==> config.mk <==
export PLATFORM = sky130hd
export DESIGN_NAME = fetch_flat
export DESIGN_NICKNAME = d
export VERILOG_FILES = /design/src/rtl/fetch_pkg.sv /design/src/rtl/fetch_if.sv /design/src/rtl/fetch_buffer.sv /design/src/rtl/fetch.sv /design/src/flat_wrapper.sv
export SDC_FILE = /design/constraint.sdc
export NUM_CORES = 1
export LEC_CHECK = 0
export ABC_CLOCK_PERIOD_IN_PS = 4400
export CORE_ASPECT_RATIO = 1.5
export CORE_MARGIN = 10
export CORE_UTILIZATION = 50
export DETAILED_ROUTE_END_ITERATION = 10
export PLACE_DENSITY = 0.86
export SYNTH_ARGS = -nofsm -noshare
export SYNTH_HDL_FRONTEND = slang
export SYNTH_SLANG_ARGS = --single-unit
==> constraint.sdc <==
create_clock -name clk -period 4.4 [get_ports clk]
set_input_delay 0.88 -clock clk [delete_from_list [all_inputs] [get_ports clk]]
set_output_delay 0.88 -clock clk [all_outputs]
set_load 0.1 [all_outputs]
==> src/rtl/fetch_pkg.sv <==
// cpu_types: shared fetch-stage types and constants
package cpu_types;
   typedef enum logic {S_REQ, S_WAIT} fetch_state_t;
   localparam logic [31:0] INSTR_ALIGN_MASK = 32'hFFFF_FFFC;
endpackage

==> src/rtl/fetch_if.sv <==
// fetch_if: instruction-memory request/response and decode-side buffer signals
interface fetch_if #(parameter int WIDTH = 32);
   logic mem_req, mem_ready, mem_rvalid, out_valid, out_ready;
   logic [WIDTH-1:0] mem_addr, mem_rdata, out_pc, out_instruction;
   modport master(
      output mem_req, mem_addr, out_valid, out_pc, out_instruction,
      input mem_ready, mem_rvalid, mem_rdata, out_ready
   );
   modport slave(
      input mem_req, mem_addr, out_valid, out_pc, out_instruction,
      output mem_ready, mem_rvalid, mem_rdata, out_ready
   );
endinterface

==> src/rtl/fetch_buffer.sv <==
// fetch_buffer: one-entry instruction holding register toward decode
module fetch_buffer #(parameter int WIDTH = 32) (
   input  logic clk,
   input  logic rst,
   input  logic flush,
   input  logic load,
   input  logic consume,
   input  logic [WIDTH-1:0] load_pc,
   input  logic [WIDTH-1:0] load_instruction,
   output logic valid,
   output logic [WIDTH-1:0] pc,
   output logic [WIDTH-1:0] instruction
);
   always_ff @(posedge clk)
      if (rst) begin
         valid <= 1'b0;
         pc <= '0;
         instruction <= '0;
      end else if (flush) valid <= 1'b0;
      else if (load) begin
         valid <= 1'b1;
         pc <= load_pc;
         instruction <= load_instruction;
      end else if (consume) valid <= 1'b0;
endmodule

==> src/rtl/fetch.sv <==
// fetch: owns the fetch PC, issues single-outstanding memory requests and
// discards wrong-path work on redirect
module fetch import cpu_types::*; #(
   parameter int WIDTH = 32,
   parameter logic [WIDTH-1:0] RESET_PC = '0
) (
   input logic clk,
   input logic rst,
   input logic jump,
   input logic [WIDTH-1:0] jump_pc,
   fetch_if.master bus
);
   fetch_state_t state, state_n;
   logic [WIDTH-1:0] pc, pc_n, req_pc;
   logic drop, drop_n, handshake, load;
   // a request only goes out when the buffer is guaranteed free next cycle
   assign bus.mem_req = !rst && state == S_REQ && (!bus.out_valid || bus.out_ready);
   assign bus.mem_addr = pc;
   assign handshake = bus.mem_req && bus.mem_ready;
   always_comb begin
      load = state == S_WAIT && bus.mem_rvalid && !drop && !jump;
      state_n = state == S_REQ ? (handshake ? S_WAIT : S_REQ) : (bus.mem_rvalid ? S_REQ : S_WAIT);
      drop_n = state == S_REQ ? handshake && jump : !bus.mem_rvalid && (drop || jump);
      pc_n = jump ? jump_pc & ~WIDTH'(~INSTR_ALIGN_MASK) : handshake ? pc + WIDTH'(4) : pc;
   end
   always_ff @(posedge clk)
      if (rst) begin
         state <= S_REQ;
         pc <= RESET_PC;
         drop <= 1'b0;
         req_pc <= '0;
      end else begin
         state <= state_n;
         pc <= pc_n;
         drop <= drop_n;
         if (handshake) req_pc <= pc;
      end
   fetch_buffer #(.WIDTH(WIDTH)) u_buf (
      .clk(clk),
      .rst(rst),
      .flush(jump),
      .load(load),
      .consume(bus.out_valid && bus.out_ready),
      .load_pc(req_pc),
      .load_instruction(bus.mem_rdata),
      .valid(bus.out_valid),
      .pc(bus.out_pc),
      .instruction(bus.out_instruction)
   );
endmodule

==> src/flat_wrapper.sv <==
// flat-port wrapper written by rule: the top's interface ports become plain ports
module fetch_flat import cpu_types::*;
#(
   parameter int WIDTH = 32,
   parameter logic [WIDTH-1:0] RESET_PC = '0
)
  (clk, rst, jump, jump_pc, bus_mem_req, bus_mem_addr, bus_out_valid, bus_out_pc, bus_out_instruction, bus_mem_ready, bus_mem_rvalid, bus_mem_rdata, bus_out_ready);
  fetch_if #(.WIDTH(WIDTH)) bus_i ();
  input logic clk;
  input logic rst;
  input logic jump;
  input logic [WIDTH-1:0] jump_pc;
  output wire logic [$bits(bus_i.mem_req)-1:0] bus_mem_req;
  output wire logic [$bits(bus_i.mem_addr)-1:0] bus_mem_addr;
  output wire logic [$bits(bus_i.out_valid)-1:0] bus_out_valid;
  output wire logic [$bits(bus_i.out_pc)-1:0] bus_out_pc;
  output wire logic [$bits(bus_i.out_instruction)-1:0] bus_out_instruction;
  input wire logic [$bits(bus_i.mem_ready)-1:0] bus_mem_ready;
  input wire logic [$bits(bus_i.mem_rvalid)-1:0] bus_mem_rvalid;
  input wire logic [$bits(bus_i.mem_rdata)-1:0] bus_mem_rdata;
  input wire logic [$bits(bus_i.out_ready)-1:0] bus_out_ready;
  assign bus_mem_req = bus_i.mem_req;
  assign bus_mem_addr = bus_i.mem_addr;
  assign bus_out_valid = bus_i.out_valid;
  assign bus_out_pc = bus_i.out_pc;
  assign bus_out_instruction = bus_i.out_instruction;
  assign bus_i.mem_ready = bus_mem_ready;
  assign bus_i.mem_rvalid = bus_mem_rvalid;
  assign bus_i.mem_rdata = bus_mem_rdata;
  assign bus_i.out_ready = bus_out_ready;
  fetch #(.WIDTH(WIDTH), .RESET_PC(RESET_PC)) u_core (.clk(clk), .rst(rst), .jump(jump), .jump_pc(jump_pc), .bus(bus_i));
endmodule
---- Word-level counts from Yosys, hierarchy flattened ----
Cells that the tools add are included.
storage, ports and cells
  register bits after elaboration ......... 131
  RAM bits ................................ 0
  bits in latches ......................... 0
  output and inout bits ................... 98
  bits in read-only memories .............. 0
  input port bits ......................... 70
  memories ................................ 0
  logic and storage cells ................. 39
cells by class
  equal/unequal tests ..................... 0
  $lt $le $gt $ge ......................... 0
  bitwise operators ....................... 2
  $mul .................................... 0
  add/subtract/negate cells ............... 1
  multiplexer cells ....................... 8
  reductions and logical operators ........ 20
  shift-type cells ........................ 0
  div/mod/pow operators ................... 0
operators with widths
  cell                     number
  $mux W32                 2
  $add A32 B3 Y32 const B  1
  $logic_and A1 B1 Y1      9
  $mux W1                  6
  $logic_not A1 Y1         5
  $reduce_bool A2 Y1       2
  $logic_or A1 B1 Y1       2
  $not A1 Y1               2
  $reduce_and A2 Y1        1
  $reduce_or A2 Y1         1

---- Longest topological paths before layout ----
Gate-level depths: netlist (run 1).
  depth after elaboration ................. 6
  depth in mapped cells ................... 7
  mapped depth without buffers ............ 5

---- Modules after synthesis ----
A second synthesis (run 1) with hierarchy kept.
unflattened totals
  cell total of the unflattened synthesis .. 652
  area, all modules ....................... 6219.7 sq um
by module, submodules not included
  module        cells each  sequential area each (sq um)  area an instance (sq um)  instances
  fetch_buffer  296         1301.2                        3268.1                    1
  fetch         356         1241.2                        2951.6                    1

---- Worst setup path before layout (run 1) ----
Ideal clock, no wire load.
  path kind ............................... input -> output
  start point ............................. input rst
  end point ............................... output bus_mem_req
  slack ................................... 1032 ps
  cell stages on the path ................. 3
  arrival time ............................ 2488 ps
  data required time ...................... 3520 ps
  cell sequence ........................... buf_6 or2_4 nor2_1
between the ends
  longest elaborated chain between the ends .. 3
RTL lines
  item                               line                RTL
  start, declared                    flat_wrapper.sv:10  input logic rst;
  $logic_not A1 Y1                   fetch.sv:17         assign bus.mem_req = !rst && state == S_REQ && (!bus.out_valid || bus.out_ready);
  $logic_and A1 B1 Y1 (2 in series)  fetch.sv:17
  end, declared                      flat_wrapper.sv:13  output wire logic [$bits(bus_i.mem_req)-1:0] bus_mem_req;
No other way between the ends.

---- Worst setup path in the final report (run 1) ----
  start point ............................. register u_core.pc[11], in the netlist u_core.bus.mem_addr[11]
  end point ............................... output bus_mem_addr[11]
RTL lines
  item                    line                RTL
  start, declared         fetch.sv:14         logic [WIDTH-1:0] pc, pc_n, req_pc;
  start signal, assigned  fetch.sv:34         pc <= pc_n;
  end, declared           flat_wrapper.sv:14  output wire logic [$bits(bus_i.mem_addr)-1:0] bus_mem_addr;
No word-level cell between the ends.

==> flow_metrics.tcl, run 1 <==
set metrics [dict create \
    status "finished, final reports clean" \
    die-area_um2 14800 \
    grt_pass1_vias 4846 \
    start_util_pct 51.1 \
    grt_first_pass_wirelength_mm 24.4 \
    core-area_um2 10100 \
    synth-seq-cells 125 \
    rows 45 \
    finalWorstSetupSlack_ps 1370 \
    cp_max_fo 8 \
    grt_usage_pct 20.8 \
    mappedNetlistArea_um2 5150 \
    post-place-ws_ps 1210 \
    first_iter_violations 287 \
    critPathRequiredTime_ps 3520 \
    num-fill-cells 747 \
    slew_headroom_pct 26.9 \
    ir_worst_vdd_v 0.000278 \
    synthCells 638 \
    cts_htree_levels 4 \
    grt_setup_unrepaired "no" \
    p_leak_nw 2.60 \
    overflow 0 \
    setup_tns_ps 0 \
    mostFrequentLayoutCells "nand2_1 (186), clkdlybuf4s50_1 (159), dfxtp_1 (125), a21oi_1 (65), nand3b_1 (31)" \
    ctsHoldBuffers 0 \
    critPathKind "flop to output port" \
    slew_violations 0 \
    crit_chain "clkdlybuf4s50_1" \
    cp-start-kind "flop" \
    fmax_mhz 330 \
    hold_violations 0 \
    synth_area_leader_cell "dfxtp_1" \
    power_density_nw_per_um2 419 \
    postCtsResizedCells 0 \
    fp.dieW_um 103 \
    critPathSlowestCell "clkdlybuf4s50_1" \
    route.vias.total 5147 \
    post_cts_buffers 0 \
    ys_types 41 \
    grt_max_degree 74 \
    layout_min_cycle_time_ps 3030 \
    final_util_pct 72.7 \
    numCtsBuffers 17 \
    endpoint_kind "output port" \
    final_nets 845 \
    drtPass1Iterations 6 \
    routed_via_density 5.70 \
    cts.path.max_buffers 2 \
    tritoncts "built" \
    synth_edf_count 0 \
    clk_pin_slew_ps 50 \
    cts.sinks 125 \
    n_antenna_cell 0 \
    place.port_buffers 161 \
    wl_per_cell_um 17.3 \
    hp-class "flop to flop" \
    drv_cap 0 \
    io_pins 168 \
    clk_latency_ps 410 \
    place_area_um2 6740 \
    antenna_found_initial 0 \
    drcViolationCount 0 \
    ys_seq_area_share_pct 48.6 \
    dp.cells 872 \
    worst_path_dominant_cell_family "buffers and inverters" \
    r2r_setup_slack_ps 1710 \
    async_flop_share_pct 0 \
    drtAntennaViolNets 0 \
    drive_gt1_share_pct 4.96 \
    ys.flop_type "dfxtp_1" \
    finalCritPeriodShare_pct 68.9 \
    setup_viol 0 \
    final_common_cell "nand2_1" \
    synthTopCellsByArea "dfxtp_1 (49%), nand2_1 (14%), a21oi_1 (6.3%), nand3b_1 (4.5%), a311oi_1 (3.2%)" \
    worst_pin_slew_ps 1090 \
    place_congestion 0.917 \
    wl_mm 15.6 \
    final_cells 903 \
    hpwl_mm 11.0 \
    die_y_um 144 \
    cp_num_buf_inv 1 \
    crit_arrival_ps 2150 \
    synthToLayoutAreaGrowth_pct 42.5 \
    synth_top_area_share_pct 48.6 \
    slowest_delay_ps 1240 \
    cts_root_buf "clkbuf_16" \
    fin_skew_ps 7.12 \
    yosysWarnings 0 \
    final_cell_area_um2 7330 \
    avgSynthCellArea_um2 8.07 \
]
[cells in the mapped netlist, types with 4 or more instances]
master and count:
nor2_1 26, and4_1 8, a211oi_1 6, nand3_1 12, nor4_1 4, or3_1 6
o31ai_1 12, a21oi_1 65, o21ai_0 10, inv_1 11, buf_4 4, and3_1 6
o31a_1 4, dfxtp_1 125, a311oi_1 19, clkbuf_1 42, or4_1 15, nand4_1 12
nand2_1 186, nand3b_1 31
[cells by family after synthesis]
kind of cell | after synthesis | synth area share [%]
other | 1 | 0.0729
and+or+nand+nor | 315 | 29.4
DFF | 125 | 48.6
buffers and inverters | 64 | 5.18
AOI/OAI and AO/OA | 127 | 15.6
xor gates and xnor gates | 5 | 0.851
adders and majority gates | 1 | 0.243
[sequential cells by signal, indices dropped and copies added (netlist names)]
signal / cells
u_core.bus.mem_addr: 30
u_core.drop: 1
u_core.req_pc: 30
u_core.state: 1
u_core.u_buf.instruction: 32
u_core.u_buf.pc: 30
u_core.u_buf.valid: 1
[final timing paths]
check	startpoint	endpoint	cells past startpoint
max	u_core.bus.mem_addr[11]	bus_mem_addr[11]	1
min	u_core.u_buf.pc[11]	u_core.u_buf.pc[11]	2
max reg2reg	u_core.bus.mem_addr[11]	u_core.bus.mem_addr[21]	4
min reg2reg	u_core.u_buf.pc[11]	u_core.u_buf.pc[11]	2
[metal layers]
| layer | global-route usage (%) | up-vias | routed length (µm) |
|---|---|---|---|
| met4 | 9.33 | 0 | 503 |
| met3 | 6.49 | 28 | 1370 |
| met2 | 34.8 | 236 | 7430 |
| met1 | 23.4 | 2388 | 6280 |
| li1 | - | 2495 | - |
| met5 | 0 | - | 0 |
[cell type report]
class | instances | area, µm² | area share, %
flip-flops and latches | 125 | 2500 | 34.1
multi-input cells | 452 | 2390 | 32.6
repair buffers | 167 | 1660 | 22.7
clock buffers | 25 | 505 | 6.89
well taps | 117 | 146 | 2.00
clock inverters | 6 | 82.6 | 1.13
inverters | 11 | 41.3 | 0.563
[through the flow]
step / hold slack (ps) / power (mW)
final: 451 / 3.07
after global routing: 464 / 3.17
after CTS: 453 / 3.09
after detailed placement: 445 / 1.73
after global placement: 440 / 1.72
after floorplan: 432 / 1.58
[power by group]
group | switching, mW | total, mW | internal, mW
Sequential | 0.0507 | 1.23 | 1.18
Combinational | 0.340 | 0.484 | 0.144
Clock | 0.458 | 1.36 | 0.902
Total | 0.849 | 3.07 | 2.23
[worst reg2reg max path: cells and delay by family (launching register included)]
family / cells / cell delay [ps]
simple gates: 3 / 1840
compound gates: 1 / 270
flops: 1 / 500
Note: power is estimated with default switching activity, not from simulation.
==> inputs of run 2 (changes only) <==
--- a/config.mk
+++ b/config.mk
@@ -5,12 +5,12 @@
 export SDC_FILE = /design/constraint.sdc
 export NUM_CORES = 1
 export LEC_CHECK = 0
-export ABC_CLOCK_PERIOD_IN_PS = 4400
+export ABC_CLOCK_PERIOD_IN_PS = 2900
 export CORE_ASPECT_RATIO = 1.5
 export CORE_MARGIN = 10
-export CORE_UTILIZATION = 50
+export CORE_UTILIZATION = 46
 export DETAILED_ROUTE_END_ITERATION = 10
-export PLACE_DENSITY = 0.86
+export PLACE_DENSITY = 0.8
 export SYNTH_ARGS = -nofsm -noshare
 export SYNTH_HDL_FRONTEND = slang
 export SYNTH_SLANG_ARGS = --single-unit
==> constraint.sdc (replaced) <==
create_clock -name clk -period 2.9 [get_ports clk]
set_input_delay 0.58 -clock clk [delete_from_list [all_inputs] [get_ports clk]]
set_output_delay 0.58 -clock clk [all_outputs]
set_load 0.1 [all_outputs]
==> run 2 against run 1 <==
  * Combinational power rose by 51%
  * Global-route usage fell by 1.2 points
  * Total power is 53% higher
  * Highest routed layer unchanged
  * Critical endpoint is now u_core.bus.mem_addr[24]
  * Clock power grew 54%
==> flow_metrics.tcl, run 2 (synthesized netlist as in run 1, its figures left out) <==
set metrics [dict create \
    status "finished, final reports clean" \
    total_power_mw 4.69 \
    cts.sinks 125 \
    largest_reg_flops 32 \
    p_sw_share_pct 28.3 \
    ctsHoldBuffers 0 \
    cts_htree_levels 4 \
    start_util_pct 46.8 \
    final_cells 941 \
    drtPass1Iterations 4 \
    worst_pin_slew_ps 783 \
    grt_setup_unrepaired "no" \
    critPathKind "input pin to flop" \
    cp_max_fo 17 \
    setup_tns_ps 0 \
    grt_max_degree 90 \
    clk_latency_ps 410 \
    die_y_um 150 \
    hold_violations 0 \
    clk_pin_slew_ps 60 \
    synthToLayoutAreaGrowth_pct 40.0 \
    hp-class "flop to flop" \
    dp.cells 909 \
    pwr-share-seq_pct 39.8 \
    num-fill-cells 922 \
    antenna_found_initial 0 \
    slew_headroom_pct 47.8 \
    post_cts_buffers 0 \
    numCtsBuffers 17 \
    drv_cap 0 \
    first_iter_violations 343 \
    critPathRequiredTime_ps 3210 \
    clkPwrFrac_pct 44.7 \
    hpwl_mm 11.3 \
    n_antenna_cell 0 \
    crit_chain "clkdlybuf4s50_1 > nand4_1 > or3_1 > or4_1 > a311oi_1" \
    route.vias.total 5135 \
    cts_root_buf "clkbuf_16" \
    core-area_um2 11000 \
    layout_min_cycle_time_ps 2360 \
    endpoint_kind "flop" \
    grt_usage_pct 19.5 \
    final_util_pct 65.5 \
    final_common_cell "nand2_1" \
    finalWorstSetupSlack_ps 536 \
    final_cell_area_um2 7210 \
    cellInternalPower_mw 3.36 \
    setup_viol 0 \
    wl_per_cell_um 16.9 \
    slowest_delay_ps 590 \
    place.port_buffers 161 \
    tritoncts "built" \
    wl_mm 15.9 \
    cp-start-kind "input pin" \
    final_nets 852 \
    critPathSlowestCell "or3_1" \
    grt_pass1_vias 4918 \
    regMostFlops "u_core.u_buf.instruction" \
    grt_first_pass_wirelength_mm 25.3 \
    power.switching_mw 1.33 \
    slew_violations 0 \
    place_area_um2 6610 \
    worst_path_dominant_cell_family "simple AND/OR/NAND/NOR gates" \
    place_congestion 0.847 \
    overflow 0 \
    mostFrequentLayoutCells "nand2_1 (186), dfxtp_1 (125), buf_4 (106), clkdlybuf4s50_1 (66), a21oi_1 (65)" \
    p_leak_nw 2.82 \
    drcViolationCount 0 \
    drive_gt1_share_pct 17.8 \
    post-place-ws_ps 155 \
    cp_num_buf_inv 1 \
    cts.path.max_buffers 2 \
    routed_via_density 5.46 \
    io_pins 168 \
    postCtsResizedCells 0 \
    drtAntennaViolNets 0 \
    whs_ps 449 \
    fp.dieW_um 106 \
    ir_worst_vdd_v 0.000439 \
    finalCritPeriodShare_pct 81.5 \
    pwr-share-comb_pct 15.5 \
    power_density_nw_per_um2 651 \
    crit_arrival_ps 2680 \
    fin_skew_ps 7.13 \
    die-area_um2 15900 \
    fmax_mhz 423 \
    rows 47 \
]
run 2: cell types whose count changed in the layout (fill, tap and decap cells not counted), sizes merged:
cell           previous run  this run
bufinv                    2         3
clkdlybuf4s50           159        66
clkinv                    3         8
buf                       8       108
clkbuf                   25        20
run 2: final timing paths:
path,from,to,slack [ps],cells after the start
setup / recovery,bus_mem_ready,u_core.bus.mem_addr[24],540,5
hold / removal,u_core.req_pc[7],u_core.u_buf.pc[7],450,2
setup reg to reg,u_core.bus.mem_addr[3],u_core.bus.mem_addr[24],540,5
hold reg to reg,u_core.req_pc[7],u_core.u_buf.pc[7],450,2
run 2: final cells by class:
cell class	instances	area, µm²	area share, %
inverter	11	41.3	0.573
clock buffer	20	447	6.20
clock inverter	12	145	2.01
tap	147	184	2.55
sequential	125	2500	34.7
multi-input combinational	452	2390	33.2
timing repair buffer	174	1500	20.8
run 2: power groups by stage:
stage               Sequential [mW]  Clock [mW]  Combinational [mW]
finish                         1.87        2.10               0.729
global route                   1.87        2.20               0.766
CTS                            1.86        2.12               0.732
detailed placement             1.90           0               0.727
global placement               1.89           0               0.720
floorplan                      2.19           0               0.199
run 2: layer usage:
layer | wire (µm) | GRT usage (%) | up-vias
met5 | 0 | 0 | -
met2 | 7850 | 32.9 | 209
met4 | 425 | 8.36 | 0
met1 | 6550 | 22.8 | 2383
li1 | - | - | 2512
met3 | 1120 | 5.29 | 31
run 2: worst reg2reg max path, cell delays in order, from the launching register on:
cell and delay (ps):
dfxtp_1 450, ha_1 220, nand4_1 150, or3_1 590, or4_1 590, a311oi_1 270
